## src/rtl/l2_writeback_buffer.sv

```systemverilog
// Writeback queue for evicted dirty L2 lines: holds up to DEPTH lines, drains
// each as a fixed-length memory write burst and serves address lookups.
module l2_writeback_buffer #(
  parameter int s_offset = 5,
  parameter int s_burst  = 64,
  parameter int s_addr   = 32,
  parameter int DEPTH    = 2
) (
  input  logic                          clk,
  input  logic                          rst_n,
  input  logic                          wb_valid,
  output logic                          wb_ready,
  input  logic [s_addr-1:0]             wb_addr,
  input  logic [8*(2**s_offset)-1:0]    wb_line,
  input  logic [s_addr-1:0]             lookup_addr,
  output logic                          lookup_hit,
  output logic [8*(2**s_offset)-1:0]    lookup_line,
  output logic                          mem_write,
  output logic [s_addr-1:0]             mem_address,
  output logic [s_burst-1:0]            mem_wdata,
  input  logic                          mem_resp
);

  localparam int s_line = 8 * (2 ** s_offset);
  localparam int BEATS  = s_line / s_burst;
  localparam int PTR_W  = $clog2(DEPTH);
  localparam int CNT_W  = PTR_W + 1;
  localparam int BEAT_W = $clog2(BEATS);
  localparam logic [s_addr-1:0] OFF_MASK = s_addr'((64'd1 << s_offset) - 64'd1);

  typedef enum logic {IDLE, BURST} state_t;

  state_t              state_q, state_d;
  logic [PTR_W-1:0]    head_q, head_d;
  logic [PTR_W-1:0]    tail_q, tail_d;
  logic [CNT_W-1:0]    count_q, count_d;
  logic [BEAT_W-1:0]   beat_q, beat_d;
  logic [s_addr-1:0]   mem_address_q, mem_address_d;
  logic [s_burst-1:0]  mem_wdata_q, mem_wdata_d;
  logic [s_addr-1:0]   addr_q [DEPTH];
  logic [s_addr-1:0]   addr_d [DEPTH];
  logic [s_line-1:0]   line_q [DEPTH];
  logic [s_line-1:0]   line_d [DEPTH];

  logic                push;
  logic                pop;
  logic [BEAT_W-1:0]   next_beat;
  logic [PTR_W-1:0]    lk_idx;

  assign wb_ready    = (count_q != CNT_W'(DEPTH));
  assign push        = wb_valid && wb_ready;
  assign pop         = (state_q == BURST) && mem_resp && (beat_q == BEAT_W'(BEATS - 1));
  assign next_beat   = beat_q + 1'b1;
  assign mem_write   = (state_q == BURST);
  assign mem_address = mem_address_q;
  assign mem_wdata   = mem_wdata_q;

  // Burst sequencer; address/data registers load ahead of the beat they drive.
  always_comb begin
    state_d       = state_q;
    head_d        = head_q;
    beat_d        = beat_q;
    mem_address_d = mem_address_q;
    mem_wdata_d   = mem_wdata_q;
    case (state_q)
      IDLE: begin
        if (count_q != '0) begin
          state_d       = BURST;
          beat_d        = '0;
          mem_address_d = addr_q[head_q];
          mem_wdata_d   = line_q[head_q][0 +: s_burst];
        end
      end
      BURST: begin
        if (pop) begin
          state_d = IDLE;
          beat_d  = '0;
          head_d  = head_q + 1'b1;
        end else if (mem_resp) begin
          beat_d      = next_beat;
          mem_wdata_d = line_q[head_q][s_burst*next_beat +: s_burst];
        end
      end
      default: state_d = IDLE;
    endcase
  end

  always_comb begin
    tail_d  = tail_q;
    count_d = count_q;
    addr_d  = addr_q;
    line_d  = line_q;
    if (push) begin
      addr_d[tail_q] = wb_addr & ~OFF_MASK;
      line_d[tail_q] = wb_line;
      tail_d         = tail_q + 1'b1;
    end
    case ({push, pop})
      2'b10:   count_d = count_q + 1'b1;
      2'b01:   count_d = count_q - 1'b1;
      default: count_d = count_q;
    endcase
  end

  // Walk oldest to youngest so the last match wins.
  always_comb begin
    lookup_hit  = 1'b0;
    lookup_line = '0;
    lk_idx      = head_q;
    for (int i = 0; i < DEPTH; i++) begin
      lk_idx = head_q + PTR_W'(i);
      if ((CNT_W'(i) < count_q) && (addr_q[lk_idx] == (lookup_addr & ~OFF_MASK))) begin
        lookup_hit  = 1'b1;
        lookup_line = line_q[lk_idx];
      end
    end
  end

  always_ff @(posedge clk or negedge rst_n) begin
    if (!rst_n) begin
      state_q       <= IDLE;
      head_q        <= '0;
      tail_q        <= '0;
      count_q       <= '0;
      beat_q        <= '0;
      mem_address_q <= '0;
      mem_wdata_q   <= '0;
    end else begin
      state_q       <= state_d;
      head_q        <= head_d;
      tail_q        <= tail_d;
      count_q       <= count_d;
      beat_q        <= beat_d;
      mem_address_q <= mem_address_d;
      mem_wdata_q   <= mem_wdata_d;
    end
  end

  // Entry storage is qualified by count, so it needs no reset.
  always_ff @(posedge clk) begin
    addr_q <= addr_d;
    line_q <= line_d;
  end

endmodule
```

## config.mk

```make
export PLATFORM = sky130hd
export DESIGN_NAME = l2_writeback_buffer
export DESIGN_NICKNAME = d
export VERILOG_FILES = /design/src/rtl/l2_writeback_buffer.sv
export SDC_FILE = /design/constraint.sdc
export NUM_CORES = 1
export LEC_CHECK = 0
export CORE_AREA = 2 2 268 270
export DETAILED_ROUTE_END_ITERATION = 8
export DIE_AREA = 0 0 270 272
export GPL_TIMING_DRIVEN = 1
export PLACE_DENSITY = 0.83
export SLEW_MARGIN = 5
export SYNTH_ARGS = -nofsm -noshare
export SYNTH_HDL_FRONTEND = slang
export SYNTH_SLANG_ARGS = --single-unit
export TNS_END_PERCENT = 10
```

## constraint.sdc

```tcl
create_clock -name clk -period 17 [get_ports clk]
set_clock_uncertainty 0.05 [all_clocks]
set_input_delay 1.7 -clock clk [delete_from_list [all_inputs] [get_ports clk]]
set_output_delay 1.7 -clock clk [all_outputs]
set_load 0.01 [all_outputs]
```

# After elaboration in Yosys (flattened, before gate mapping)

Index checks and enable logic that the tools add are counted.

Register bits after elaboration: 679
Bits of input ports: 324
Output and inout bits: 355
Logic and storage cells: 83

$add $sub $neg: 5
Order comparisons: 6
Equality and inequality tests: 10
Shift operators: 1
Muxes and demuxes: 34
Bitwise logic cells: 4
Reductions and logical operators: 12

Operators with widths:

| kind                                               | number |
|---|---|
| 2-to-1 mux 256 bit                                 | 9 |
| bitwise mux 512 bit                                | 1 |
| demux 256 bit (select 1 bit)                       | 1 |
| indexed part select 256 x 9 -> 64 bit              | 1 |
| 2-to-1 mux 32 bit                                  | 7 |
| 2-to-1 mux 64 bit                                  | 3 |
| one-hot mux 64 bit (2 select lines)                | 1 |
| bitwise mux 64 bit                                 | 1 |
| equality test 32 bit                               | 2 |
| demux 32 bit (select 1 bit)                        | 1 |
| != test 2 bit (second input constant)              | 4 |
| one-hot mux 2 bit (2 select lines)                 | 2 |
| >= comparator 2 bit (second input constant)        | 3 |
| logical AND 1 bit                                  | 6 |
| 2-to-1 mux 2 bit                                   | 3 |
| inverter 1 -> 2 bit                                | 3 |
| AND reduction 2 bit                                | 3 |
| adder 2 x 1 -> 2 bit (second input constant)       | 2 |
| equality test 2 bit (second input constant)        | 2 |
| < comparator 1 x 2 -> 1 bit (first input constant) | 2 |
| 2-to-1 mux 1 bit                                   | 4 |
| nonzero test 2 bit                                 | 2 |
| != test 3 x 2 -> 1 bit (second input constant)     | 1 |
| AND reduction 3 bit                                | 1 |
| 6 further kinds                                    | 7 |

# Depth between registers and ports, before layout

Gate-level depths: netlist of the first run.

Depth after elaboration: 8
Depth in mapped cells: 13
Mapped depth without buffers: 8

# Worst setup path before layout of the first run

No wires, ideal clock.

Path type: input to register
From: in wb_valid
To: reg addr_q[37] in the netlist's numbering, enable pin
Setup time: 0.932 ns
Arrival: 13.513 ns
Data required time: 16.018 ns
Slack: 2.504 ns
Stages: 2
Buffers on the path: 0
Cells stage by stage: nand2_1 > nor2_1

Word-level cells in the longest chain between the ends: 1

RTL lines:

| item                 | line | text |
|---|---|---|
| from (decl)          | 11   | `input logic wb_valid,` |
| logical AND 1 bit    | 51   | `assign push = wb_valid && wb_ready;` |
| to (signal assigned) | 141  | `addr_q <= addr_d;` |
| to (decl)            | 40   | `logic [s_addr-1:0] addr_q [DEPTH];` |

Every way passes these cells.
A chain may end at the register's enable or synchronous reset.

# Worst setup path after layout of the first run

From: reg head_q
To: out lookup_line[239]

Word-level cells in the longest chain between the ends: 8
Elaborated cells between the ends (all ways): 21
Those cells by class: 1 x add/sub; 2 x eq/ne; 14 x mux; 2 x bitwise; 2 x reduce/logical

RTL lines:

| item                                                                                   | line          | text |
|---|---|---|
| from (decl)                                                                            | 34            | `logic [PTR_W-1:0] head_q, head_d;` |
| from (signal assigned)                                                                 | 122           | `head_q <= '0;` |
| from (signal assigned)                                                                 | 130           | `head_q <= head_d;` |
| adder 1 bit / inverter 1 -> 2 bit (equally long branches)                              | 111, 112, 114 |  |
| inverter 1 -> 2 bit (implied by the code) / 2-to-1 mux 32 bit (equally long branches)  | 112, 114      |  |
| 2-to-1 mux 32 bit (implied by the code) (2 in a row)                                   | 112           | `if ((CNT_W'(i) < count_q) && (addr_q[lk_idx] == (lookup_addr & ~OFF_MASK))) begin` |
| 2-to-1 mux 32 bit (implied by the code) / equality test 32 bit (equally long branches) | 112           |  |
| equality test 32 bit / logical AND 1 bit (equally long branches)                       | 112           |  |
| logical AND 1 bit / 2-to-1 mux 256 bit (equally long branches)                         | 112           |  |
| 2-to-1 mux 256 bit *                                                                   | 112           |  |
| to (decl)                                                                              | 17            | `output logic [8*(2**s_offset)-1:0] lookup_line,` |

Every way passes the cells marked *; elsewhere a longest branch is shown, timed or not. The select of a mux whose other input is x is not followed.

==> flow_summary.json, run 1 <==
{
  "yosysTopAreaCell": "edfxtp_1",
  "synth_area_leaders": "edfxtp_1 (53%), dfrtp_1 (7.6%), mux2i_1 (7.6%)",
  "status": "completed",
  "antenna_found_initial": 24,
  "wire_per_inst_microns": 25.1,
  "holdPathStages": 2,
  "worstPathCellList": "buf_12 -> mux2i_1 -> xor2_1 -> nand4_1 -> nor4_1 -> and3_4 -> buf_4 -> buf_4 -> a22oi_1 -> a21oi_1 -> clkdlybuf4s50_1",
  "fin_setup_tns_ns": 0,
  "rsz0062_at_grt": "no",
  "mostFrequentLayoutCells": "clkdlybuf4s50_1 (662), edfxtp_1 (566), a21oi_1 (320)",
  "timing.final.ws_setup_ns": 8.16,
  "ant_nets": 0,
  "fin_nets": 3390,
  "drc": 0,
  "worstPathArrival_ns": 7.09,
  "max-clock-path-buffers": 3,
  "clk_latency_ns": 0.61,
  "rows": 98,
  "hold_class": "flip-flop to flip-flop",
  "gp_congestion": 0.875,
  "p_leak_nw": 14.1,
  "cts-htree-levels": 3,
  "fmax_ghz": 0.113,
  "yosys_warnings": 0,
  "synth_area_sq_um": 32300,
  "cts_tree": "built",
  "worst_ir_drop_vdd_uv": 132,
  "hold_slack_ns": 0.430,
  "ctsHoldBuffers": 0,
  "cp.depth": 11,
  "critPathTopFamily": "buffers and inverters",
  "placed_cell_area_sq_um": 39300,
  "postSynthCellCount": 2557,
  "io_buffers": 663,
  "clkTransAtPathRegs_ns": 0.06,
  "setup_viol": 0,
  "hpwlAfterDp_microns": 66300,
  "crit_type": "flip-flop to primary output",
  "period_share": 0.520,
  "synth_top_area_share": 0.527,
  "drive_gt1_frac": 0.0715,
  "critPathMaxFanout": 187,
  "drv_slew": 0,
  "cp-end-kind": "primary output",
  "die_w_microns": 270,
  "die-area_sq_um": 73400,
  "cts-resized-gates": 0,
  "grt_overflow": 0,
  "yosysUniqueCellTypes": 34,
  "syn2layout_area_growth_pct": 29.6,
  "worst_slew_pin_slew_ns": 1.32,
  "die_h_microns": 272,
  "drt_iter0_markers": 2741,
  "crit_buf_inv": 4,
  "reg2regPathDepth": 8,
  "grt_use_total": 0.267,
  "slowest_delay_ns": 0.80,
  "final_common_cell": "clkdlybuf4s50_1",
  "grt_first_pass_wirelength_microns": 150000,
  "vias_per_cell": 6.27,
  "first_pass_iters": 6,
  "grt_pass1_vias": 24635,
  "post-cts-setup-buffers": 0,
  "pre_cts_ws_ns": 8.60,
  "start_util": 0.456,
  "design_area_sq_um": 41800,
  "critPathMostFrequentCell": "buf_4",
  "syn_avg_cell_area_sq_um": 12.6,
  "hold_viol": 0,
  "power_density_nw_per_um2": 187,
  "worst_ep_required_time_ns": 15.25,
  "cp_slowest_cell": "buf_4",
  "ys_ff_latch": 664,
  "grt_start_max_net_pins": 221,
  "startpoint_type": "flip-flop",
  "design.core.area_sq_um": 70800,
  "yosysSeqAreaShare": 0.603,
  "max_slew_margin": 0.122,
  "cts_sinks": 664,
  "route.vias.total": 25695,
  "clock-root-buffer": "clkbuf_16",
  "layout_min_cycle_time_ns": 8.84,
  "numCtsBuffers": 73,
  "io_pins": 679,
  "postRouteWirelength_microns": 103000,
  "maxCapViolations": 0,
  "power_mw": 7.83
}
## Yosys cell counts
library cell	instances
edfxtp_1	566
mux4_2	1
o21a_1	1
buf_6	3
buf_4	7
a311oi_4	1
a2111oi_0	1
o22ai_1	1
dfrtp_1	98
buf_1	28
ha_1	5
nor2_1	68
nor2b_1	1
inv_1	6
nand3_1	2
nand4_1	7
o221ai_1	63
mux2_2	64
nand2_1	160
o21ai_0	96
conb_1	1
a22oi_1	256
buf_2	101
nor4_1	9
xor2_1	24
xnor2_1	34
clkbuf_1	126
a21oi_1	321
nand2b_1	1
a221oi_1	256
or2_2	1
mux2i_1	244
o21bai_1	1
and3_1	3
## kinds of logic after synthesis
family | after synthesis | synth area share
AOI/OAI and AO/OA | 997 | 0.213
xor gates and xnor gates | 58 | 0.0157
adders and majority gates | 5 | 0.00194
buffers and inverters | 271 | 0.0370
DFF | 664 | 0.603
muxes | 309 | 0.0987
other | 1 | 0.000116
and+or+nand+nor | 252 | 0.0311
## routing by layer
| layer | routed length, microns | share of wire | track usage | up-vias |
|---|---|---|---|---|
| li1 | - | - | - | 11413 |
| met1 | 37500 | 0.37 | 0.319 | 12723 |
| met2 | 50500 | 0.49 | 0.446 | 1300 |
| met3 | 9210 | 0.090 | 0.0628 | 255 |
| met4 | 5510 | 0.054 | 0.148 | 4 |
| met5 | 32 | 0.00031 | 0 | - |
## worst reg2reg max path, stage by stage, from the launching register on
cell	delay (ns)
dfrtp_4	0.78
buf_12	0.73
buf_4	1.00
buf_4	0.79
mux2_2	0.42
nand2_1	0.07
o221ai_1	0.19
a21oi_1	0.28
o21ai_0	0.11
## stage by stage
step	std cells	util
6_report	4097	0.591
3_5_place_dp	3936	0.555
5_1_grt	4092	0.591
3_3_place_gp	3936	0.555
4_1_cts	4071	0.590
2_1_floorplan	2561	-
## power by group
part / internal [mW] / switching [mW] / leakage, nW / total [mW]
sequential: 2.28 / 0.284 / 6.48 / 2.56
clock: 0.945 / 0.677 / 1.22 / 1.62
combinational: 1.57 / 2.08 / 6.41 / 3.65
## flip-flops by register name, indices dropped and copies added (netlist names)
register / count
mem_write: 1
addr_q: 54
beat_q: 2
mem_address: 27
head_q: 1
tail_q: 1
mem_wdata: 64
line_q: 512
count_q: 2
## final timing paths
check,startpoint,to,slack [ns]
max reg2reg,head_q,mem_wdata[12],12.43
max in group asynchronous,rst_n,head_q,14.28
max,head_q,lookup_line[239],8.16
min in group asynchronous,rst_n,mem_address[26],0.97
min reg2reg,mem_wdata[37],mem_wdata[37],0.43
min,mem_wdata[37],mem_wdata[37],0.43
## layout make-up
cell class	count	area [sq um]
Sequential cell	664	19500
Timing Repair Buffer	690	6930
Multi-Input combinational cell	1626	11700
Clock inverter	48	487
Fill cell	5453	28900
Clock buffer	87	1970
Tap cell	950	1190
Antenna cell	26	65.1
Inverter	6	22.5
Power figures use the tool's default switching activity.
==> run 2: changes to the inputs <==
--- a/config.mk
+++ b/config.mk
@@ -5,11 +5,11 @@
 export SDC_FILE = /design/constraint.sdc
 export NUM_CORES = 1
 export LEC_CHECK = 0
-export CORE_AREA = 2 2 268 270
+export CORE_MARGIN = 2
+export CORE_UTILIZATION = 47
 export DETAILED_ROUTE_END_ITERATION = 8
-export DIE_AREA = 0 0 270 272
 export GPL_TIMING_DRIVEN = 1
-export PLACE_DENSITY = 0.83
+export PLACE_DENSITY = 0.87
 export SLEW_MARGIN = 5
 export SYNTH_ARGS = -nofsm -noshare
 export SYNTH_HDL_FRONTEND = slang
==> constraint.sdc (replaced) <==
create_clock -name clk -period 7.3 [get_ports clk]
set_clock_uncertainty 0.05 [all_clocks]
set_input_delay 0.73 -clock clk [delete_from_list [all_inputs] [get_ports clk]]
set_output_delay 0.73 -clock clk [all_outputs]
set_load 0.01 [all_outputs]
==> flow_summary.json, run 2 (synthesized netlist as in run 1, its figures left out) <==
{
  "status": "completed",
  "final_cells": 4041,
  "power_mw": 18.1,
  "fmax_ghz": 0.156,
  "drive_gt1_frac": 0.0722,
  "period_share": 0.877,
  "antenna_found_initial": 20,
  "max-clock-path-buffers": 3,
  "setup_viol": 0,
  "grt_use_total": 0.279,
  "worst_ep_required_time_ns": 6.52,
  "clockPowerShare": 0.203,
  "numCtsBuffers": 74,
  "first_pass_iters": 9,
  "critPathMaxFanout": 67,
  "timing.final.ws_setup_ns": 0.900,
  "hold_viol": 0,
  "clock-root-buffer": "clkbuf_16",
  "hold_slack_ns": 0.128,
  "grt_start_max_net_pins": 217,
  "layout_min_cycle_time_ns": 6.40,
  "fin_nets": 3410,
  "slowest_delay_ns": 1.17,
  "die_w_microns": 266,
  "power_frac_seq": 0.333,
  "ctsHoldBuffers": 0,
  "largest-register": "line_q",
  "dp.cells": 3887,
  "vias_per_cell": 6.46,
  "hpwlAfterDp_microns": 67300,
  "drv_slew": 0,
  "syn2layout_area_growth_pct": 29.8,
  "cts_sinks": 664,
  "route.vias.total": 26097,
  "io_buffers": 663,
  "start_util": 0.473,
  "largest_reg_flops": 512,
  "clkTransAtPathRegs_ns": 0.06,
  "die_h_microns": 266,
  "final_common_cell": "clkdlybuf4s50_1",
  "clk_latency_ns": 0.63,
  "crit_buf_inv": 2,
  "worst_slew_pin_slew_ns": 1.15,
  "max_slew_margin": 0.236,
  "startpoint_type": "flip-flop",
  "worst_ir_drop_vdd_uv": 375,
  "postRouteWirelength_microns": 103000,
  "p_leak_nw": 14.2,
  "worstPathCellList": "mux2i_1 -> xor2_1 -> nand4_1 -> nor4_1 -> and3_4 -> buf_4 -> a22oi_1 -> a21oi_1 -> clkdlybuf4s50_1",
  "grt_first_pass_wirelength_microns": 151000,
  "switching_share": 0.388,
  "cts-resized-gates": 0,
  "p_int_mw": 11.1,
  "power_density_nw_per_um2": 432,
  "die-area_sq_um": 70800,
  "rows": 96,
  "grt_pass1_vias": 25035,
  "worstPathArrival_ns": 5.62,
  "ant_nets": 0,
  "gp_congestion": 0.895,
  "combPwrFrac": 0.463,
  "cts-htree-levels": 3,
  "crit_type": "flip-flop to primary output",
  "critPathTopFamily": "simple AND/OR/NAND/NOR gates",
  "grt_overflow": 0,
  "cts_tree": "built",
  "mostFrequentLayoutCells": "clkdlybuf4s50_1 (662), edfxtp_1 (566), a21oi_1 (320)",
  "pre_cts_ws_ns": 1.64,
  "cp-end-kind": "primary output",
  "post-cts-setup-buffers": 0,
  "rsz0062_at_grt": "no",
  "drt_iter0_markers": 2992,
  "design.core.area_sq_um": 68200,
  "switchingPower_mw": 7.02,
  "hold_class": "input pin to asynchronous set/reset pin",
  "maxCapViolations": 0,
  "wire_per_inst_microns": 25.5,
  "drc": 0,
  "io_pins": 679,
  "cp_slowest_cell": "dfrtp_4"
}
run 2: cell count changes in the layout (fill, tap and decap cells not counted), sizes merged:
cell,change
bufinv,-1
clkbuf,+8
clkinv,-2
buf,+19
clkinvlp,-1
diode,-10
inv,-1
run 2: area by class of cell:
class	instances	area, sq um
fill	4981	26300
sequential	664	19500
multi-input combinational	1626	11700
timing repair buffer	709	7180
clock buffer	95	1940
tap	882	1100
clock inverter	43	449
antenna	16	40.0
inverter	6	22.5
run 2: final timing paths:
path                         startpoint               end  slack [ns]  depth (start not counted)
min in group clk           mem_wdata[4]      mem_wdata[4]        0.43                          2
setup / recovery                 head_q  lookup_line[101]        0.90                          9
setup reg to reg                 head_q     mem_wdata[24]        2.73                          8
max in group asynchronous         rst_n            head_q        5.51                          2
hold / removal                    rst_n     mem_wdata[56]        0.13                          1
hold reg to reg            mem_wdata[4]      mem_wdata[4]        0.43                          2
run 2: metrics by stage:
step                 util  TNS [ns]  area, sq um
floorplan               -   -192.90        32300
global placement    0.578         0        39500
detailed placement  0.578         0        39500
CTS                 0.613         0        41800
global route        0.614         0        41900
finish              0.614         0        41900
run 2: power groups by stage:
stage / Combinational, mW / Clock, mW / Sequential (mW)
floorplan: 4.50 / 0 / 6.09
global placement: 8.14 / 0 / 5.98
detailed placement: 8.28 / 0 / 6.08
CTS: 8.35 / 3.73 / 6.02
global route: 8.91 / 3.88 / 6.15
finish: 8.39 / 3.68 / 6.04
run 2: per-layer routing:
metal	part of all wire	global-route usage	vias up
met1	0.36	0.330	12720
li1	-	-	11437
met2	0.48	0.457	1564
met3	0.10	0.0782	360
met5	0.00096	0	-
met4	0.060	0.159	16
